File: src/rtl/pipeline_stage_reg.sv
// Generic valid/ready pipeline register carrying a pc0/pc4 pair plus payload,
// with flush, an optional 2-entry skid buffer and saturating stall/bubble counters.
module pipeline_stage_reg #(
    parameter int WIDTH     = 32,
    parameter int SKID      = 1,
    parameter int CNT_WIDTH = 16
) (
    input  logic                 clk,
    input  logic                 rst,
    input  logic                 in_valid,
    output logic                 in_ready,
    input  logic [31:0]          pc0_in,
    input  logic [31:0]          pc4_in,
    input  logic [WIDTH-1:0]     data_in,
    output logic                 out_valid,
    input  logic                 out_ready,
    output logic [31:0]          pc0_out,
    output logic [31:0]          pc4_out,
    output logic [WIDTH-1:0]     data_out,
    input  logic                 flush,
    input  logic                 cnt_clear,
    output logic [CNT_WIDTH-1:0] stall_cnt,
    output logic [CNT_WIDTH-1:0] bubble_cnt
);

    typedef enum logic [1:0] {
        ST_EMPTY,
        ST_FULL,
        ST_SKIDF
    } state_t;

    localparam logic [CNT_WIDTH-1:0] CNT_ONE = 1;
    localparam logic [CNT_WIDTH-1:0] CNT_MAX = '1;

    state_t               r_state;
    state_t               w_stateNext;
    logic                 r_inReady;
    logic [31:0]          r_pc0;
    logic [31:0]          r_pc4;
    logic [WIDTH-1:0]     r_data;
    logic [31:0]          r_skidPc0;
    logic [31:0]          r_skidPc4;
    logic [WIDTH-1:0]     r_skidData;
    logic [CNT_WIDTH-1:0] r_stallCnt;
    logic [CNT_WIDTH-1:0] r_bubbleCnt;
    logic                 w_push;
    logic                 w_pop;
    logic                 w_loadMainIn;
    logic                 w_loadMainSkid;
    logic                 w_loadSkid;

    assign out_valid  = (r_state != ST_EMPTY);
    // The skid variant hides out_ready behind a flop so upstream sees no long ready path.
    assign in_ready   = (SKID != 0) ? r_inReady : (!out_valid | out_ready);
    assign w_push     = in_valid & in_ready;
    assign w_pop      = out_valid & out_ready;
    assign pc0_out    = r_pc0;
    assign pc4_out    = r_pc4;
    assign data_out   = r_data;
    assign stall_cnt  = r_stallCnt;
    assign bubble_cnt = r_bubbleCnt;

    always_comb begin
        w_stateNext    = r_state;
        w_loadMainIn   = 1'b0;
        w_loadMainSkid = 1'b0;
        w_loadSkid     = 1'b0;
        if (flush) begin
            w_stateNext = ST_EMPTY;
        end else if (SKID != 0) begin
            case (r_state)
                ST_EMPTY: begin
                    if (w_push) begin
                        w_stateNext  = ST_FULL;
                        w_loadMainIn = 1'b1;
                    end
                end
                ST_FULL: begin
                    if (w_push && w_pop) begin
                        w_loadMainIn = 1'b1;
                    end else if (w_push) begin
                        w_stateNext = ST_SKIDF;
                        w_loadSkid  = 1'b1;
                    end else if (w_pop) begin
                        w_stateNext = ST_EMPTY;
                    end
                end
                ST_SKIDF: begin
                    if (w_pop) begin
                        w_stateNext    = ST_FULL;
                        w_loadMainSkid = 1'b1;
                    end
                end
                default: w_stateNext = ST_EMPTY;
            endcase
        end else begin
            if (w_push) begin
                w_stateNext  = ST_FULL;
                w_loadMainIn = 1'b1;
            end else if (w_pop) begin
                w_stateNext = ST_EMPTY;
            end
        end
    end

    always_ff @(posedge clk or posedge rst) begin
        if (rst) begin
            r_state   <= ST_EMPTY;
            r_inReady <= 1'b1;
        end else begin
            r_state   <= w_stateNext;
            r_inReady <= (w_stateNext != ST_SKIDF);
        end
    end

    always_ff @(posedge clk or posedge rst) begin
        if (rst) begin
            r_pc0  <= '0;
            r_pc4  <= '0;
            r_data <= '0;
        end else if (w_loadMainIn) begin
            r_pc0  <= pc0_in;
            r_pc4  <= pc4_in;
            r_data <= data_in;
        end else if (w_loadMainSkid) begin
            r_pc0  <= r_skidPc0;
            r_pc4  <= r_skidPc4;
            r_data <= r_skidData;
        end
    end

    always_ff @(posedge clk or posedge rst) begin
        if (rst) begin
            r_skidPc0  <= '0;
            r_skidPc4  <= '0;
            r_skidData <= '0;
        end else if (w_loadSkid) begin
            r_skidPc0  <= pc0_in;
            r_skidPc4  <= pc4_in;
            r_skidData <= data_in;
        end
    end

    // Counters ignore flush; only cnt_clear (or reset) zeroes them.
    always_ff @(posedge clk or posedge rst) begin
        if (rst) begin
            r_stallCnt  <= '0;
            r_bubbleCnt <= '0;
        end else if (cnt_clear) begin
            r_stallCnt  <= '0;
            r_bubbleCnt <= '0;
        end else begin
            if (out_valid && !out_ready && (r_stallCnt != CNT_MAX)) begin
                r_stallCnt <= r_stallCnt + CNT_ONE;
            end
            if (!out_valid && out_ready && (r_bubbleCnt != CNT_MAX)) begin
                r_bubbleCnt <= r_bubbleCnt + CNT_ONE;
            end
        end
    end

endmodule

File: config.mk
export PLATFORM = sky130hd
export DESIGN_NAME = pipeline_stage_reg
export DESIGN_NICKNAME = d
export VERILOG_FILES = /design/src/rtl/pipeline_stage_reg.sv
export SDC_FILE = /design/constraint.sdc
export NUM_CORES = 1
export LEC_CHECK = 0
export BUFFER_PORTS_ARGS = -buffer_cell sky130_fd_sc_hd__buf_2
export CORE_MARGIN = 8
export CORE_UTILIZATION = 42
export DETAILED_ROUTE_END_ITERATION = 10
export GPL_ROUTABILITY_DRIVEN = 0
export PLACE_DENSITY = 0.68
export REMOVE_ABC_BUFFERS = 1
export SETUP_SLACK_MARGIN = 0.2
export SLEW_MARGIN = 15
export SYNTH_ARGS = -nofsm -noshare
export SYNTH_HDL_FRONTEND = slang
export SYNTH_SLANG_ARGS = --single-unit
File: constraint.sdc
create_clock -name clk -period 6.92 [get_ports clk]
set_clock_uncertainty 0.2 [all_clocks]
set_input_delay 0.692 -clock clk [delete_from_list [all_inputs] [get_ports clk]]
set_output_delay 0.692 -clock clk [all_outputs]
set_load 0.005 [all_outputs]
==> results.sh <==
export IMPL_synthesis_area_um2=9635
export IMPL_rrSetupSlack_ns=4.01
export IMPL_nets=1059
export IMPL_via_per_inst=5.486
export IMPL_cts_hold_buf=0
export IMPL_grt_max_degree=125
export IMPL_finalNonFillerCells=1263
export IMPL_worstSkewPairLatency_ns=0.52
export IMPL_grt_usage=0.1676
export IMPL_grt_pass1_vias=7205
export IMPL_ir_drop_uv=216.0
export IMPL_ys_seq_area_frac=0.5897
export IMPL_cts_resized_gates=0
export IMPL_ant_nets=0
export IMPL_die_x_um=167.5
export IMPL_ys_warn_count=0
export IMPL_async_flop_share=1.000
export IMPL_cts_buffer_depth=3
export IMPL_r2r_cells=5
export IMPL_max_cap_viol_count=0
export IMPL_synth_seq_cells=227
export IMPL_outcome="finished clean"
export IMPL_path_max_fanout=63
export IMPL_placedCellCount=1212
export IMPL_r2r_end="r_skidData[0]$_DFFE_PP0P_"
export IMPL_ys_types=49
export IMPL_hold_viol_final=0
export IMPL_syn2layout_area_growth_pct=24.44
export IMPL_syn_area_per_cell_um2=13.07
export IMPL_rows=55
export IMPL_grt_pass1_wl_um=39000
export IMPL_vias=6929
export IMPL_worstHoldPathType="in2async"
export IMPL_drt_iter0_drc=498
export IMPL_io_pins=232
export IMPL_leakagePower_uw=0.006223
export IMPL_post_cts_buffers=0
export IMPL_root_buffer="clkbuf_16"
export IMPL_setup_worst_path_start_class="flop"
export IMPL_die_h_um=167.5
export IMPL_dp_hpwl_um=15280
export IMPL_tightest_slew_ns=1.194
export IMPL_rsz0062_at_grt="false"
export IMPL_wl_per_cell_um=19.16
export IMPL_final_common_cell="buf_2"
export IMPL_cts_max_level=1
export IMPL_timing_final_crit_share=0.4208
export IMPL_cp_arrival_ns=3.10
export IMPL_power_density_nw_per_um2=315.7
export IMPL_synth_ff_type="dfrtp_1"
export IMPL_synth_edf_count=0
export IMPL_final_cell_mix="buf_2, dfrtp_1, mux2_2, a22o_1, a21o_1"
export IMPL_path_class="reg2reg"
export IMPL_cts_sinks=227
export IMPL_die_area_um2=28040
export IMPL_route_detailed_drc=0
export IMPL_worst_endpoint_required_ns=7.11
export IMPL_synthCells=737
export IMPL_final_util=0.5312
export IMPL_drt_pre_antenna_iters=4
export IMPL_antenna_found_initial=4
export IMPL_port_buffers=231
export IMPL_path_clk_slew_ns=0.06
export IMPL_slew_headroom=0.2038
export IMPL_gr_total_overflow=0
export IMPL_tns_ns=0
export IMPL_drive_gt1_frac=0.4154
export IMPL_setup_violations=0
export IMPL_fmax_ghz=0.3434
export IMPL_dp_slack_ns=3.716
export IMPL_r2r_start="r_state[1]$_DFF_PP0_"
export IMPL_finalCriticalPeriod_ns=2.912
export IMPL_maxSlewViolCount=0
export IMPL_cts_buffers=26
export IMPL_cts_tree="yes"
export IMPL_start_util=0.4269
export IMPL_core_um2=22570
export IMPL_layout_setup_ws_ns=4.008
export IMPL_wirelength_um=24200
export IMPL_worst_setup_path_end_kind="flop"
[per-stage QoR]
step	hold WS [ns]	cell area [um2]	power, uW
floorplan	0.2734	9433	2071
global route	0.1998	11990	3972
CTS	0.1923	11980	3838
finish	0.1669	11990	3785
detailed placement	0.2597	11030	2321
global placement	0.2528	11030	2292
[how the worst max path moves through the flow]
| stage | start | to | slack [ns] | cells after the start |
|---|---|---|---|---|
| final | r_state[1]$_DFF_PP0_ | r_skidData[0]$_DFFE_PP0P_ | 4.01 | 5 |
| after floorplan | out_ready | data_out[0]$_DFFE_PP0P_ | -2.81 | 4 |
| after CTS | r_state[1]$_DFF_PP0_ | r_skidData[14]$_DFFE_PP0P_ | 4.03 | 5 |
| after global placement | out_ready | pc4_out[16]$_DFFE_PP0P_ | 3.71 | 6 |
| after detailed placement | out_ready | pc0_out[17]$_DFFE_PP0P_ | 3.72 | 6 |
| after global routing | bubble_cnt[0]$_DFFE_PP0P_ | bubble_cnt[10]$_DFFE_PP0P_ | 3.88 | 6 |
[Yosys cell counts (2+ instances only)]
cell type,instances,share of area
buf_1,8,0.0031
nor2b_1,7,0.0045
nand2_1,8,0.0031
or2_2,2,0.0013
ha_1,2,0.0026
o21ba_2,2,0.0021
or4_1,8,0.0062
clkbuf_1,33,0.013
and4_1,4,0.0036
inv_1,5,0.0019
a21oi_1,24,0.012
or3_1,10,0.0065
nor2_1,16,0.0062
nor4_1,3,0.0019
a211oi_1,3,0.0023
a21o_1,96,0.075
a22o_1,96,0.087
nor3_1,4,0.0021
nand4_1,11,0.0071
nand3_1,13,0.0068
nand2b_1,3,0.0019
buf_2,6,0.0031
o31ai_1,8,0.0062
dfrtp_1,226,0.59
mux2_2,103,0.12
o21ai_0,9,0.0047
mux2i_1,4,0.0042
o211ai_1,2,0.0016
[critical path, cell delays in order, from the launching register on]
cell	delay (ns)
dfrtp_1	0.54
and3b_1	0.27
nand3b_1	0.09
buf_4	0.41
buf_4	0.75
mux2_2	0.42
[power breakdown]
group	leakage (uW)	switching [uW]	internal, uW
registers	0.00285	150	1610
logic	0.00289	224	310
clock network	0.000477	557	939
total	0.00622	930	2860
[flip-flops by register name (all words and copies together), names as in the netlist]
| register | flops |
|---|---|
| in_ready | 1 |
| r_skidPc4 | 32 |
| data_out | 32 |
| stall_cnt | 16 |
| pc0_out | 32 |
| bubble_cnt | 16 |
| pc4_out | 32 |
| r_state | 2 |
| r_skidData | 32 |
| r_skidPc0 | 32 |
[cell families after synthesis]
group,after synthesis,share of synthesized area
AO/OA/AOI/OAI,245,0.1965
adder cells (fa/ha/maj),2,0.002597
flip-flops,227,0.5897
XOR/XNOR,1,0.0009091
AND/OR/NAND/NOR,101,0.06285
buffers and inverters,54,0.02298
multiplexers,107,0.1245
[cell type report]
class	instances	area, um2
Clock buffer	31	730.7
Multi-Input combinational cell	456	3752
Inverter	5	26.28
Tap cell	285	356.6
Sequential cell	227	5682
Clock inverter	17	219.0
Timing Repair Buffer	239	1216
Fill cell	1956	10580
Antenna cell	3	7.507
[routing by layer]
metal | part of all wire | vias to the layer above | wire [um] | global-route usage
met5 | 0.00074 | - | 18 | 0
met4 | 0.025 | 4 | 615 | 0.05163
met3 | 0.072 | 40 | 1740 | 0.04703
met2 | 0.47 | 205 | 11410 | 0.2728
met1 | 0.43 | 3463 | 10420 | 0.2139
li1 | - | 3217 | - | -
(Power assumes the default switching activity.)
